[src/rtl/seg_scan_if.sv]
// Bus between a display source and seg_scan_driver: frame data in, scanned pins out.
// Interface contract: load is a 1-cycle strobe and is always accepted. load_ack pulses
// once when the latest loaded frame becomes visible. No backpressure is applied.
interface seg_scan_if #(
  parameter int DIGITS = 4
);
  logic                  en;
  logic                  load;
  logic [4*DIGITS-1:0]   din;
  logic [DIGITS-1:0]     dp_in;
  logic [DIGITS-1:0]     blank_in;
  logic [7:0]            seg;
  logic [DIGITS-1:0]     an;
  logic                  frame_tick;
  logic                  load_ack;

  modport master (
    output en, load, din, dp_in, blank_in,
    input  seg, an, frame_tick, load_ack
  );

  modport slave (
    input  en, load, din, dp_in, blank_in,
    output seg, an, frame_tick, load_ack
  );
endinterface

[src/rtl/seg_scan_driver.sv]
// Time-multiplexed 7-segment scan driver with frame-boundary double buffering.
// Optional macro SEG_HEX_DECODE_EN: decode nibbles 10-15 as hex glyphs A b C d E F.
module seg_scan_driver #(
  parameter int DIGITS  = 4,
  parameter int CLK_DIV = 1000,
  parameter int IDX_W   = 2
) (
  input  logic        clk,
  input  logic        rst_n,
  seg_scan_if.slave   bus
);

  localparam int CNT_W = $clog2(CLK_DIV);

  logic [CNT_W-1:0]    cnt_q, cnt_d;
  logic [IDX_W-1:0]    idx_q, idx_d;
  logic                wrap;

  logic [4*DIGITS-1:0] disp_val_q, disp_val_d, pend_val_q, pend_val_d;
  logic [DIGITS-1:0]   disp_dp_q, disp_dp_d, pend_dp_q, pend_dp_d;
  logic [DIGITS-1:0]   disp_blank_q, disp_blank_d, pend_blank_q, pend_blank_d;
  logic                pend_vld_q, pend_vld_d;

  logic [7:0]          seg_q, seg_d;
  logic [DIGITS-1:0]   an_q, an_d;
  logic                frame_tick_q, load_ack_q, load_ack_d;

  logic [3:0]          cur_nib;
  logic                cur_dp, cur_blank;

  function automatic logic [6:0] decode(input logic [3:0] nib);
    logic [6:0] s;
    case (nib)
      4'h0: s = 7'b1111110;
      4'h1: s = 7'b0110000;
      4'h2: s = 7'b1101101;
      4'h3: s = 7'b1111001;
      4'h4: s = 7'b0110011;
      4'h5: s = 7'b1011011;
      4'h6: s = 7'b1011111;
      4'h7: s = 7'b1110000;
      4'h8: s = 7'b1111111;
      4'h9: s = 7'b1111011;
`ifdef SEG_HEX_DECODE_EN
      4'hA: s = 7'b1110111;
      4'hB: s = 7'b0011111;
      4'hC: s = 7'b1001110;
      4'hD: s = 7'b0111101;
      4'hE: s = 7'b1001111;
      4'hF: s = 7'b1000111;
`endif
      default: s = 7'b0000000;
    endcase
    return s;
  endfunction

  // Prescaler and digit index; wrap marks the frame boundary edge.
  always_comb begin
    cnt_d = cnt_q;
    idx_d = idx_q;
    wrap  = 1'b0;
    if (bus.en) begin
      if (cnt_q == CNT_W'(CLK_DIV - 1)) begin
        cnt_d = '0;
        if (idx_q == IDX_W'(DIGITS - 1)) begin
          idx_d = '0;
          wrap  = 1'b1;
        end else begin
          idx_d = idx_q + 1'b1;
        end
      end else begin
        cnt_d = cnt_q + 1'b1;
      end
    end
  end

  // A load landing on the wrap edge bypasses the pending buffer entirely.
  always_comb begin
    disp_val_d   = disp_val_q;
    disp_dp_d    = disp_dp_q;
    disp_blank_d = disp_blank_q;
    pend_val_d   = pend_val_q;
    pend_dp_d    = pend_dp_q;
    pend_blank_d = pend_blank_q;
    pend_vld_d   = pend_vld_q;
    load_ack_d   = 1'b0;
    if (wrap) begin
      if (bus.load) begin
        disp_val_d   = bus.din;
        disp_dp_d    = bus.dp_in;
        disp_blank_d = bus.blank_in;
        pend_vld_d   = 1'b0;
        load_ack_d   = 1'b1;
      end else if (pend_vld_q) begin
        disp_val_d   = pend_val_q;
        disp_dp_d    = pend_dp_q;
        disp_blank_d = pend_blank_q;
        pend_vld_d   = 1'b0;
        load_ack_d   = 1'b1;
      end
    end else if (bus.load) begin
      pend_val_d   = bus.din;
      pend_dp_d    = bus.dp_in;
      pend_blank_d = bus.blank_in;
      pend_vld_d   = 1'b1;
    end
  end

  always_comb begin
    cur_nib   = 4'h0;
    cur_dp    = 1'b0;
    cur_blank = 1'b0;
    an_d      = '0;
    seg_d     = 8'h00;
    for (int k = 0; k < DIGITS; k++) begin
      if (idx_q == IDX_W'(k)) begin
        cur_nib   = disp_val_q[4*k +: 4];
        cur_dp    = disp_dp_q[k];
        cur_blank = disp_blank_q[k];
      end
    end
    if (bus.en) begin
      for (int k = 0; k < DIGITS; k++) begin
        an_d[k] = (idx_q == IDX_W'(k));
      end
      if (!cur_blank) begin
        seg_d = {decode(cur_nib), cur_dp};
      end
    end
  end

  always_ff @(posedge clk) begin
    if (!rst_n) begin
      cnt_q        <= '0;
      idx_q        <= '0;
      disp_val_q   <= '0;
      disp_dp_q    <= '0;
      disp_blank_q <= '0;
      pend_val_q   <= '0;
      pend_dp_q    <= '0;
      pend_blank_q <= '0;
      pend_vld_q   <= 1'b0;
      seg_q        <= 8'h00;
      an_q         <= '0;
      frame_tick_q <= 1'b0;
      load_ack_q   <= 1'b0;
    end else begin
      cnt_q        <= cnt_d;
      idx_q        <= idx_d;
      disp_val_q   <= disp_val_d;
      disp_dp_q    <= disp_dp_d;
      disp_blank_q <= disp_blank_d;
      pend_val_q   <= pend_val_d;
      pend_dp_q    <= pend_dp_d;
      pend_blank_q <= pend_blank_d;
      pend_vld_q   <= pend_vld_d;
      seg_q        <= seg_d;
      an_q         <= an_d;
      frame_tick_q <= wrap;
      load_ack_q   <= load_ack_d;
    end
  end

  assign bus.seg        = seg_q;
  assign bus.an         = an_q;
  assign bus.frame_tick = frame_tick_q;
  assign bus.load_ack   = load_ack_q;

endmodule

[src/flat_wrapper.sv]
// flat-port wrapper written by rule: the top's interface ports become plain ports
module seg_scan_driver_flat 
#(
  parameter int DIGITS  = 4,
  parameter int CLK_DIV = 1000,
  parameter int IDX_W   = 2
)
  (clk, rst_n, bus_en, bus_load, bus_din, bus_dp_in, bus_blank_in, bus_seg, bus_an, bus_frame_tick, bus_load_ack);
  seg_scan_if #(.DIGITS(DIGITS)) bus_i ();
  input  logic clk;
  input  logic rst_n;
  input wire logic [$bits(bus_i.en)-1:0] bus_en;
  input wire logic [$bits(bus_i.load)-1:0] bus_load;
  input wire logic [$bits(bus_i.din)-1:0] bus_din;
  input wire logic [$bits(bus_i.dp_in)-1:0] bus_dp_in;
  input wire logic [$bits(bus_i.blank_in)-1:0] bus_blank_in;
  output wire logic [$bits(bus_i.seg)-1:0] bus_seg;
  output wire logic [$bits(bus_i.an)-1:0] bus_an;
  output wire logic [$bits(bus_i.frame_tick)-1:0] bus_frame_tick;
  output wire logic [$bits(bus_i.load_ack)-1:0] bus_load_ack;
  assign bus_i.en = bus_en;
  assign bus_i.load = bus_load;
  assign bus_i.din = bus_din;
  assign bus_i.dp_in = bus_dp_in;
  assign bus_i.blank_in = bus_blank_in;
  assign bus_seg = bus_i.seg;
  assign bus_an = bus_i.an;
  assign bus_frame_tick = bus_i.frame_tick;
  assign bus_load_ack = bus_i.load_ack;
  seg_scan_driver #(.DIGITS(DIGITS), .CLK_DIV(CLK_DIV), .IDX_W(IDX_W)) u_core (.clk(clk), .rst_n(rst_n), .bus(bus_i));
endmodule
[config.mk]
export PLATFORM = sky130hd
export DESIGN_NAME = seg_scan_driver_flat
export DESIGN_NICKNAME = d
export VERILOG_FILES = /design/src/rtl/seg_scan_if.sv /design/src/rtl/seg_scan_driver.sv /design/src/flat_wrapper.sv
export SDC_FILE = /design/constraint.sdc
export NUM_CORES = 1
export LEC_CHECK = 0
export ABC_CLOCK_PERIOD_IN_PS = 2500
export CAP_MARGIN = 15
export CORE_MARGIN = 3
export CORE_UTILIZATION = 54
export CTS_CLUSTER_SIZE = 25
export DETAILED_ROUTE_END_ITERATION = 10
export GPL_TIMING_DRIVEN = 0
export HOLD_SLACK_MARGIN = 0.1
export PLACE_DENSITY_LB_ADDON = 0.25
export SKIP_CTS_REPAIR_TIMING = 1
export SKIP_LAST_GASP = 1
export SLEW_MARGIN = 20
export SYNTH_ARGS = -nofsm -noshare
export SYNTH_HDL_FRONTEND = slang
export SYNTH_SLANG_ARGS = --single-unit
[constraint.sdc]
create_clock -name clk -period 2.5 [get_ports clk]
set_clock_uncertainty 0.1 [all_clocks]
set_input_delay 0.5 -clock clk [delete_from_list [all_inputs] [get_ports clk]]
set_output_delay 0.5 -clock clk [all_outputs]
set_load 0.01 [all_outputs]
=== Word level (Yosys, flattened, before mapping) ===
Memory sizes are Yosys's and may differ from the RTL's. A register that Yosys moved wholly into a read port is not among the register bits.
Cells that the tools add are included.

* Output and inout bits: 14
* Input port bits: 28
* Memories kept: 1
* ROM bits: 112
* Register bits: 75
* Logic and storage cells: 57

{| class="wikitable"
|+ Memory list
! memory !! depth !! width !! read ports !! clocked after Yosys merged registers in !! wr ports !! RTL line !! text
|-
| (no name shown) || 16 || 7 || 1 || 1 || 0 || seg_scan_driver.sv:33 || <nowiki>case (nib)</nowiki>
|}

* Reduce and logical (&&, ||, !) cells: 9
* Muxes and demuxes: 25
* Bitwise logic cells: 3
* Eq/ne operators: 4
* $add $sub $neg: 2

{| class="wikitable"
|+ Operators with widths
! cell !! number
|-
| $mux W16 || 2
|-
| $mux W4 || 8
|-
| $mux W1 || 13
|-
| $add A10 B1 Y10 const B || 1
|-
| $eq A10 B10 Y1 const B || 1
|-
| $mux W10 || 1
|-
| $reduce_and A2 Y1 || 5
|-
| $eq A2 B2 Y1 const B || 2
|-
| $not A1 Y1 || 3
|-
| $reduce_or A3 Y1 || 1
|-
| $add A2 B1 Y2 const B || 1
|-
| $eq A2 B1 Y1 const B || 1
|-
| $logic_not A2 Y1 || 1
|-
| $mux W2 || 1
|-
| $reduce_bool A2 Y1 || 1
|-
| $reduce_or A2 Y1 || 1
|}

=== Depth between registers and ports, before layout ===
Gate-level depths: netlist of run 1.

* Depth after elaboration: 6
* Mapped depth: 9
* Gate-level depth less buffers: 8

=== Least setup slack after synthesis of run 1 ===
OpenSTA, ideal clock, no wires.

* Path type: register -> register
* Start point: register u_core.idx_q[0]
* End point: register u_core.seg_q[4] (netlist: u_core.bus.seg[4])
* Path buffers: 1
* Library setup time: 75 ps
* Data arrival time: 2089 ps
* Stages on the path, launching flop included: 10
* Required time: 2325 ps
* Period minus slack after synthesis: 2264 ps
* Path slack: 236 ps
* Cells stage by stage: dfxtp_1 -> inv_1 -> ha_1 -> buf_2 -> a211o_1 -> o221ai_1 -> inv_1 -> ha_1 -> mux2_2 -> o22ai_1

* Longest elaborated chain between the ends: 6
* Elaborated cells between the ends (all ways): 13
* Those cells by class: eq/ne: 3; mux: 8; reduce/logical: 2

{| class="wikitable"
|+ RTL lines
! item !! RTL line !! text
|-
| from (decl) || seg_scan_driver.sv:16 || <nowiki>logic [IDX_W-1:0] idx_q, idx_d;</nowiki>
|-
| from (signal assigned) || seg_scan_driver.sv:149 || <nowiki>idx_q <= idx_d;</nowiki>
|-
| $logic_not A2 Y1 || seg_scan_driver.sv:116 || <nowiki>if (idx_q == IDX_W'(k)) begin</nowiki>
|-
| $mux W1 (4 in series) || seg_scan_driver.sv:116 ||
|-
| $reduce_or A3 Y1 (no source line) || - ||
|-
| to (decl) || seg_scan_driver.sv:24 || <nowiki>logic [7:0] seg_q, seg_d;</nowiki>
|}

Several ways; a longest one is shown, not always the timed one.
A chain may end at the register's enable or synchronous reset.

=== Worst setup path after layout of run 1 ===
* Start point: register u_core.idx_q[0]
* End point: register u_core.seg_q[7] (netlist: u_core.bus.seg[7])

Same word-level chain as after synthesis.

==> results.txt, run 1 <==
DR vias = 3,018
HP Class = reg -> reg
Post-synth top area share = 0.422
Most frequent cell after synthesis = dfxtp_1
Rows = 28
Post-synth EDFFs = 0
Synth top area cells = dfxtp_1, mux2_2, o21ai_0
Outcome = finished, final reports clean
CP endpoint = u_core.bus.seg[7]
Layout Utilization = 0.697
CTS tree = done
Vias in the first global route = 2,936
Synthesis Warnings = 0
Number of remaining DRC errors = 0
Crit end category = register
Nets = 494
Core Region = 6130 sq um
Share of layout cells above drive strength 1 = 0.167
Via/cell ratio = 5.64
Later-pin clock latency in the skew report = 0.35 ns
Crit path from = u_core.idx_q[0]
Cell Pwr Density = 557 nW/um^2
Die Height = 87.1 microns
Die X = 87.1 microns
R2R depth = 9
Avg WL per Cell = 15.0 microns
Synth async-reset ratio = 0
Synth cell count leaders = dfxtp_1, nand2_1, o21ai_0, nand3_1, nand4_1
Antenna fix cells = 0
Fmax = 427 MHz
Reg2reg setup slack = 0.16 ns
Grt total ovfl = 0
RSZ-0062 raised after global routing = no
Dpl hpwl = 5790 microns
Fin. Hold Viols = 0
Mux cell area share after synthesis = 0.0876
Synth Area in Compound Gates = 0.132
LEAKAGE = 1.63 nW
Period minus WS final = 2.34 ns
Fill cells = 501
Max-slew violations = 0
Worst slew pin tran = 0.569 ns
Final WL = 8000 microns
Die ar. = 7590 sq um
DRT iter0 DRCs = 193
Root buffer cell = clkbuf_8
CTS max path bufs = 2
Clock Pin Slew Worst Setup and Hold Paths = 0.08 ns
First-pass DRT Iterations = 4
Post-route setup TNS = 0 ns
GPL Wtd Cong = 0.825
Initial Utilization = 0.580
Largest area contributor in the netlist = dfxtp_1
Top sig layer = met4
Critical R2R Launch = u_core.idx_q[0]
Simple-Gate Fraction of Synth Area = 0.235
Crit-path max FO = 10
Initial antenna violation count = 0
Setup CP Type = reg -> reg
Peak VDD IR = 0.377 mV
Met1 WL = 3620 microns
Antenna viol nets, final = 0
Ys flop type = dfxtp_1
Final setup vio count = 0
Buffers on Ports = 38
Gr usage total = 0.224
Wire length of the first global-routing pass = 13,400 microns
Synth Register Bits = 75
Mapped cell area = 3550 sq um
WP data required = 2.67 ns
Number of library cell types mapped by synthesis = 50
Ratio of final minimum period to clock period = 0.937
Cells after Synth = 402
Sequential area share after synthesis = 0.422
CTS sink cnt = 75
H-tree levels = 3
CTS Buf Count = 9
Routed wl met2 = 3790 microns
Fin Hold WS = 0.364 ns
Startpoint types = register
Synth Area in Adders = 0.0387
Slew HR = 0.621
Post-Syn Nets = 441
Largest net degree at the start of global routing = 14
Hold Path Cell Cnt = 2
Layout area overhead = 20.2%
Largest family of logic cells by synthesized area = simple AND/OR/NAND/NOR gates
Syn avg cell area = 8.84 sq um
Pre-CTS setup slack = -0.154 ns
XOR/XNOR Fraction of Synth Area = 0.0246
Max_cap viols = 0
Worst EP arrival = 2.51 ns
FF-to-FF End = u_core.bus.seg[7]
Setup WS post-layout = 0.158 ns
Io pins = 42
Met3 wire length = 492 microns
-- layer usage --
metal	vias up	GRT usage
met1	1385	0.293
met5	-	0
li1	1528	-
met2	93	0.358
met4	0	0.103
met3	12	0.0388
-- where the power goes --
group          leakage (nW)  internal (mW)  switching, mW
clock network        0.0901          0.467          0.455
registers             0.612           1.23         0.0156
logic                 0.926          0.106          0.111
-- critical path, cell delays in order, from the launching register on --
cell and delay, ns:
dfxtp_2 0.35, ha_1 0.20, buf_6 0.14, buf_2 0.18, or3b_2 0.48, o221ai_4 0.11
inv_1 0.10, ha_1 0.20, mux2_2 0.28, o22ai_1 0.11
-- cells in the final DEF, fill, tap and decap left out, types with 10 or more instances in the layout --
master           Yosys  layout
buf_4                5      10
clkbuf_1            15      17
clkdlybuf4s50_1      0      38
dfxtp_1             75      74
ha_1                11      11
mux2_2              25      25
nand2_1             62      62
nand3_1             28      28
nand4_1             26      26
nor2_1              14      14
o21ai_0             49      49
-- flip-flops by register name (all words and copies together), names as in the netlist, 2 cells and up --
signal               flops
u_core.bus.an            4
u_core.bus.seg           8
u_core.cnt_q            10
u_core.disp_blank_q      4
u_core.disp_dp_q         4
u_core.disp_val_q       16
u_core.idx_q             2
u_core.pend_blank_q      4
u_core.pend_dp_q         4
u_core.pend_val_q       16
-- layout make-up --
type | instances | area (sq um) | area share
Timing Repair Buffer | 42 | 410 | 0.0960
Multi-Input combinational cell | 284 | 1860 | 0.435
Sequential cell | 75 | 1500 | 0.352
Tap cell | 75 | 93.8 | 0.0220
Buffer | 32 | 174 | 0.0407
Inverter | 11 | 41.3 | 0.00966
Clock inverter | 5 | 62.6 | 0.0146
Clock buffer | 11 | 131 | 0.0307
-- cell families after synthesis --
family / Yosys count
and+or+nand+nor: 159
AOI/OAI and AO/OA: 76
DFF: 75
buffers and inverters: 43
muxes: 28
adders and majority gates: 11
xor gates and xnor gates: 10
-- worst min-delay path by stage --
stage                                       from                      to  slack (ns)
final                     u_core.disp_blank_q[2]  u_core.disp_blank_q[2]        0.36
after global routing      u_core.disp_blank_q[2]  u_core.disp_blank_q[2]        0.38
after CTS                   u_core.disp_val_q[4]    u_core.disp_val_q[4]        0.36
after detailed placement    u_core.disp_val_q[4]    u_core.disp_val_q[4]        0.35
after global placement      u_core.disp_val_q[4]    u_core.disp_val_q[4]        0.34
after floorplan             u_core.disp_val_q[4]    u_core.disp_val_q[4]        0.33
-- stage by stage --
step | instance area [sq um] | cells | power, mW
finish | 4270 | 535 | 2.38
global route | 4270 | 535 | 2.47
CTS | 4220 | 531 | 2.39
detailed placement | 4030 | 515 | 1.48
global placement | 4030 | 515 | 1.48
floorplan | 3550 | 402 | 1.39
No activity file was read; power rests on OpenSTA's default activity.
==> run 2: changes to the inputs <==
- CTS_CLUSTER_SIZE: 25 -> not set
- RECOVER_POWER: not set -> 25
==> run 2 against run 1 <==
Global-route usage did not move. Hold slack got worse by 0.0016 ns. Via count rose by 0.76%. Critical path depth did not move. Non-clock buffer count did not move. Sequential power barely moved. Combinational power barely moved. Critical path type unchanged. Critical endpoint unchanged. Largest power group unchanged. Highest routed layer unchanged.
==> results.txt, run 2 (synthesis gave the netlist of run 1 again) <==
Die X = 87.1 microns (unchanged)
Worst slew pin tran = 0.579 ns (was 0.569 ns)
RSZ-0062 raised after global routing = no (unchanged)
Worst EP arrival = 2.51 ns (about the same)
Multi-input gate area = 1850 sq um (was 1860 sq um)
R2R depth = 9 (unchanged)
Setup CP Type = reg -> reg (unchanged)
DR vias = 3,041 (was 3,018)
Layout area overhead = 20.1% (was 20.2%)
CP endpoint = u_core.bus.seg[7] (unchanged)
DRT iter0 DRCs = 195 (was 193)
Later-pin clock latency in the skew report = 0.34 ns (was 0.35 ns)
Slowest stage delay, CP = 0.48 ns (about the same)
Number of remaining DRC errors = 0 (unchanged)
Initial antenna violation count = 0 (unchanged)
Final setup vio count = 0 (unchanged)
Largest registers = u_core.disp_val_q (16), u_core.pend_val_q (16), u_core.cnt_q (10) (unchanged)
Largest net degree at the start of global routing = 14 (unchanged)
Period minus WS final = 2.34 ns (about the same)
Inst Count DP = 515 (unchanged)
Final WL = 8000 microns (about the same)
Grt total ovfl = 0 (unchanged)
Antenna fix cells = 0 (unchanged)
Vias in the first global route = 2,936 (unchanged)
Pwr Total = 2.38 mW (about the same)
Reg2reg setup slack = 0.16 ns (about the same)
Buffers on Ports = 38 (unchanged)
Startpoint types = register (unchanged)
CTS max path bufs = 2 (unchanged)
Max_cap viols = 0 (unchanged)
CP max-delay cell = or3b_2 (unchanged)
Slew HR = 0.614 (was 0.621)
Post-route cell area = 4270 sq um (about the same)
WP data required = 2.66 ns (was 2.67 ns)
Via/cell ratio = 5.68 (was 5.64)
Commonest non-fill, non-tap cell in the layout = dfxtp_1 (unchanged)
Io pins = 42 (unchanged)
Root buffer cell = clkbuf_8 (unchanged)
Antenna viol nets, final = 0 (unchanged)
Commonest cells after routing, fill and taps aside = dfxtp_1, nand2_1, o21ai_0 (unchanged)
Core Region = 6130 sq um (unchanged)
Crit end category = register (unchanged)
CP dominant cell by count = ha_1 (unchanged)
Avg WL per Cell = 15.0 microns (about the same)
Area after DPL = 4030 sq um (unchanged)
Die ar. = 7590 sq um (unchanged)
LEAKAGE = 1.66 nW (was 1.63 nW)
Clock Pin Slew Worst Setup and Hold Paths = 0.08 ns (about the same)
Wire length of the first global-routing pass = 13,400 microns (unchanged)
Nets = 494 (unchanged)
H-tree levels = 3 (unchanged)
First-pass DRT Iterations = 4 (unchanged)
Worst-path cell chain = ha_1 -> buf_6 -> buf_2 -> or3b_2 -> o221ai_4 -> inv_1 -> ha_1 -> mux2_2 -> o22ai_1 (unchanged)
GPL Wtd Cong = 0.825 (unchanged)
Dpl hpwl = 5790 microns (unchanged)
CTS sink cnt = 75 (unchanged)
FF-to-FF End = u_core.bus.seg[7] (unchanged)
Fin. Hold Viols = 0 (unchanged)
CTS Buf Count = 9 (unchanged)
Post-route setup TNS = 0 ns (unchanged)
Die Height = 87.1 microns (unchanged)
Fmax = 427 MHz (about the same)
Ratio of final minimum period to clock period = 0.938 (was 0.937)
Non-filler cells, final = 535 (unchanged)
Peak VDD IR = 0.373 mV (was 0.377 mV)
Seq. cell area = 1500 sq um (unchanged)
Rows = 28 (unchanged)
CTS tree = done (unchanged)
Cell Pwr Density = 557 nW/um^2 (about the same)
Crit path from = u_core.idx_q[0] (unchanged)
Share of layout cells above drive strength 1 = 0.163 (was 0.167)
Critical R2R Launch = u_core.idx_q[0] (unchanged)
Outcome = finished, final reports clean (unchanged)
Fill cells = 502 (was 501)
HP Class = reg -> reg (unchanged)
Max-slew violations = 0 (unchanged)
Pre-CTS setup slack = -0.154 ns (unchanged)
Initial Utilization = 0.580 (unchanged)
Gr usage total = 0.224 (unchanged)
Crit-path max FO = 10 (unchanged)
Setup WS post-layout = 0.155 ns (was 0.158 ns)
## run 2: changes by cell type in the layout (fill, tap and decap cells not counted)
cell,change
inv_1,+1
nand3_2,-1
clkdlybuf4s50_1,-13
dlygate4sd3_1,+13
nand3_1,+1
inv_2,-1
## run 2: worst max-delay path: cells and delay by family (launching register included)
kind / cells / cell delay [ns]
AND/OR/NAND/NOR: 1 / 0.48
buffers and inverters: 3 / 0.43
adder cells (fa/ha/maj): 2 / 0.40
flip-flops: 1 / 0.35
multiplexers: 1 / 0.28
AO/OA/AOI/OAI: 2 / 0.22
## run 2: metal layers
metal / part of all wire / vias up / GRT usage
met5: 0 / - / 0
met4: 0.015 / 0 / 0.103
met1: 0.46 / 1407 / 0.293
met2: 0.47 / 96 / 0.358
li1: - / 1527 / -
met3: 0.057 / 11 / 0.0388
## run 2: layout make-up
type	instances	area share
Clock buffer	11	0.0308
Multi-Input combinational cell	284	0.434
Timing Repair Buffer	42	0.0961
Buffer	32	0.0407
Sequential cell	75	0.352
Tap cell	75	0.0220
Clock inverter	5	0.0147
Inverter	11	0.00967
## run 2: worst min path at each step
stage	startpoint	end	slack, ns	cells after the start
floorplan	u_core.disp_val_q[4]	u_core.disp_val_q[4]	0.33	2
global placement	u_core.disp_val_q[4]	u_core.disp_val_q[4]	0.34	2
detailed placement	u_core.disp_val_q[4]	u_core.disp_val_q[4]	0.35	2
CTS	u_core.disp_val_q[4]	u_core.disp_val_q[4]	0.36	2
global route	u_core.disp_blank_q[2]	u_core.disp_blank_q[2]	0.38	2
finish	u_core.disp_val_q[0]	u_core.disp_val_q[0]	0.36	2
## run 2: stage by stage
stage	hold slack, ns	util
6_report	0.362	0.696
5_1_grt	0.384	0.696
4_1_cts	0.362	0.689
3_5_place_dp	0.350	0.657
3_3_place_gp	0.342	0.657
2_1_floorplan	0.329	-
## run 2: report_power, final
part	internal (mW)	switching, mW	leakage [nW]
Sequential	1.23	0.0153	0.612
Clock	0.467	0.454	0.0901
Combinational	0.104	0.112	0.961
==> run 3: changes to the inputs <==
- ABC_AREA: not set -> 1
==> run 3 against run 2 <==
Design area fell by 2.5%. Sequential power barely moved. Critical path depth fell by 1. Combinational power fell by 7%. Area after synthesis fell by 5.0%. Final cell count rose by 16%. Core utilization fell by 0.19 points. Largest power group is now clock.
==> results.txt, run 3 <==
Die X = 85.1 microns (was 87.1 microns)
Layout Utilization = 0.694 (was 0.696)
Post-synth EDFFs = 0 (unchanged)
Avg WL per Cell = 11.6 microns (was 15.0 microns)
Via/cell ratio = 5.08 (was 5.68)
CTS tree = done (unchanged)
Initial antenna violation count = 0 (unchanged)
DRT iter0 DRCs = 164 (was 195)
Initial Utilization = 0.564 (was 0.580)
Die ar. = 7240 sq um (was 7590 sq um)
Sequential area share after synthesis = 0.444 (was 0.422)
Antenna fix cells = 0 (unchanged)
Critical R2R Launch = u_core.idx_q[1] (was u_core.idx_q[0])
Dpl hpwl = 5190 microns (was 5790 microns)
Max_cap viols = 0 (unchanged)
Worst-path cell chain = dlygate4sd3_1 -> inv_1 -> nor3_1 -> nand4_1 -> nor2_1 -> nand3_1 -> nand2_1 -> nor2_1 (was ha_1 -> buf_6 -> buf_2 -> or3b_2 -> o221ai_4 -> inv_1 -> ha_1 -> mux2_2 -> o22ai_1)
Syn avg cell area = 6.92 sq um (was 8.84 sq um)
Buffers on Ports = 40 (was 38)
Nets = 578 (was 494)
HP Class = reg -> reg (unchanged)
CTS sink cnt = 75 (unchanged)
CP top delay family = simple AND/OR/NAND/NOR gates (unchanged)
Core Region = 5990 sq um (was 6130 sq um)
Cell Pwr Density = 670 nW/um^2 (was 557 nW/um^2)
H-tree levels = 3 (unchanged)
Mapped cell area = 3380 sq um (was 3550 sq um)
Slowest stage delay, CP = 0.64 ns (was 0.48 ns)
Max-slew violations = 0 (unchanged)
Final WL = 7160 microns (was 8000 microns)
Setup CP Type = in -> reg (was reg -> reg)
Synth Register Bits = 75 (unchanged)
Io pins = 42 (unchanged)
Post-synth top area share = 0.444 (was 0.422)
Inst Count DP = 603 (was 515)
Gr usage total = 0.210 (was 0.224)
Share of layout cells above drive strength 1 = 0.0699 (was 0.163)
Synth top area cells = dfxtp_1, nand2_1, nor2_1 (was dfxtp_1, mux2_2, o21ai_0)
Later-pin clock latency in the skew report = 0.35 ns (was 0.34 ns)
Crit-path max FO = 6 (was 10)
Rows = 28 (unchanged)
Cells after Synth = 488 (was 402)
Largest net degree at the start of global routing = 14 (unchanged)
Crit path from = bus_en (was u_core.idx_q[0])
Slew HR = 0.713 (was 0.614)
Worst EP arrival = 2.36 ns (was 2.51 ns)
Crit end category = register (unchanged)
WP data required = 2.65 ns (was 2.66 ns)
Worst hold endpoint = u_core.bus.seg[0] (was u_core.disp_val_q[0])
Clock Pin Slew Worst Setup and Hold Paths = 0.08 ns (about the same)
RSZ-0062 raised after global routing = no (unchanged)
Largest area contributor in the netlist = dfxtp_1 (unchanged)
Final setup vio count = 0 (unchanged)
LEAKAGE = 1.85 nW (was 1.66 nW)
Reg2reg setup slack = 0.30 ns (was 0.16 ns)
Peak VDD IR = 0.479 mV (was 0.373 mV)
Hold path startpoint = u_core.disp_dp_q[3] (was u_core.disp_val_q[0])
Startpoint types = primary input (was register)
CTS Buf Count = 9 (unchanged)
Synth async-reset ratio = 0 (unchanged)
Hold Path Cell Cnt = 2 (unchanged)
CP max-delay cell = dlygate4sd3_1 (was or3b_2)
Period minus WS final = 2.21 ns (was 2.34 ns)
Number of library cell types mapped by synthesis = 24 (was 50)
GPL Wtd Cong = 0.857 (was 0.825)
Largest registers = u_core.disp_val_q (16), u_core.pend_val_q (16), u_core.cnt_q (10) (unchanged)
Vias in the first global route = 2,906 (was 2,936)
Root buffer cell = clkbuf_8 (unchanged)
Non-filler cells, final = 619 (was 535)
DR vias = 3,142 (was 3,041)
Crit path buf inv count = 2 (was 3)
Outcome = finished, final reports clean (unchanged)
Synthesis Warnings = 0 (unchanged)
Fin. Hold Viols = 0 (unchanged)
Commonest cells after routing, fill and taps aside = nand2_1, nor2_1, dfxtp_1 (was dfxtp_1, nand2_1, o21ai_0)
Grt total ovfl = 0 (unchanged)
Ys flop type = dfxtp_1 (unchanged)
R2R depth = 10 (was 9)
Number of remaining DRC errors = 0 (unchanged)
Post-Syn Nets = 527 (was 441)
Pre-CTS setup slack = -0.0572 ns (was -0.154 ns)
Fill cells = 513 (was 502)
Layout area overhead = 23.1% (was 20.1%)
Worst slew pin tran = 0.428 ns (was 0.579 ns)
Die Height = 85.1 microns (was 87.1 microns)
FF-to-FF End = u_core.bus.seg[6] (was u_core.bus.seg[7])
Setup WS post-layout = 0.291 ns (was 0.155 ns)
Synth cell count leaders = nand2_1, nor2_1, dfxtp_1, o21ai_0, inv_1 (was dfxtp_1, nand2_1, o21ai_0, nand3_1, nand4_1)
Antenna viol nets, final = 0 (unchanged)
First-pass DRT Iterations = 4 (unchanged)
Fmax = 453 MHz (was 427 MHz)
CTS max path bufs = 2 (unchanged)
Ratio of final minimum period to clock period = 0.884 (was 0.938)
Wire length of the first global-routing pass = 12,400 microns (was 13,400 microns)
CP dominant cell by count = nor2_1 (was ha_1)
run 3: changes by cell type in the layout (fill, tap and decap cells not counted), moves of 7 or more:
cell,previous run,this run
mux2_2,25,0
nand4_1,26,3
nand3_1,29,14
nor2_1,14,119
o21ai_0,49,42
clkbuf_1,17,9
a21oi_1,5,25
inv_1,10,27
nand2_1,62,119
o21ai_1,1,12
buf_4,10,0
xnor2_1,9,0
run 3: area by class of cell:
class,count,area [sq um],area share
Tap cell,75,93.8,0.0226
Clock inverter,6,159,0.0382
Timing Repair Buffer,40,400,0.0962
Clock buffer,10,138,0.0331
Multi-Input combinational cell,363,1650,0.398
Inverter,31,118,0.0283
Buffer,19,96.3,0.0232
Sequential cell,75,1500,0.361
run 3: how the worst max path moves through the flow:
stage / endpoint / slack (ns) / cells past startpoint
finish: u_core.cnt_q[9] / 0.29 / 8
global route: u_core.bus.seg[1] / 0.06 / 13
CTS: u_core.bus.seg[6] / -0.07 / 8
detailed placement: u_core.bus.seg[6] / -0.06 / 8
global placement: u_core.bus.seg[6] / -0.004 / 8
floorplan: u_core.bus.seg[6] / 0.42 / 8
run 3: cells by family after synthesis:
logic type	Yosys count	synth area share
flip-flops	75	0.444
AO/OA/AOI/OAI	84	0.129
buffers and inverters	50	0.0633
adder cells (fa/ha/maj)	11	0.0407
AND/OR/NAND/NOR	265	0.314
XOR/XNOR	3	0.00778
run 3: where the power goes:
part / total (mW) / internal (mW) / switching [mW]
Clock: 1.34 / 0.896 / 0.445
Sequential: 1.25 / 1.23 / 0.0158
Combinational: 0.200 / 0.0904 / 0.109
Total: 2.79 / 2.22 / 0.570
run 3: through the flow:
step           TNS [ns]  instance area [sq um]  hold slack, ns  total power [mW]
6_report              0                   4160           0.374              2.79
2_1_floorplan         0                   3380           0.337              1.39
5_1_grt               0                   4160           0.406              2.90
3_3_place_gp   -0.00401                   3870           0.357              1.47
3_5_place_dp     -0.100                   3870           0.352              1.48
4_1_cts          -0.233                   4170           0.374              2.81
run 3: routing by layer:
metal	up-vias	global-route usage	share of wire
li1	1646	-	-
met1	1423	0.266	0.46
met2	62	0.347	0.47
met3	11	0.0515	0.049
met4	0	0.0791	0.019
met5	-	0	0
run 3: worst register-to-register path, delay by kind of cell (launching register included):
kind	cells	cell delay, ns
AO/OA/AOI/OAI	3	0.48
adder cells (fa/ha/maj)	2	0.58
buffers and inverters	3	0.38
flip-flops	1	0.33
AND/OR/NAND/NOR	2	0.20
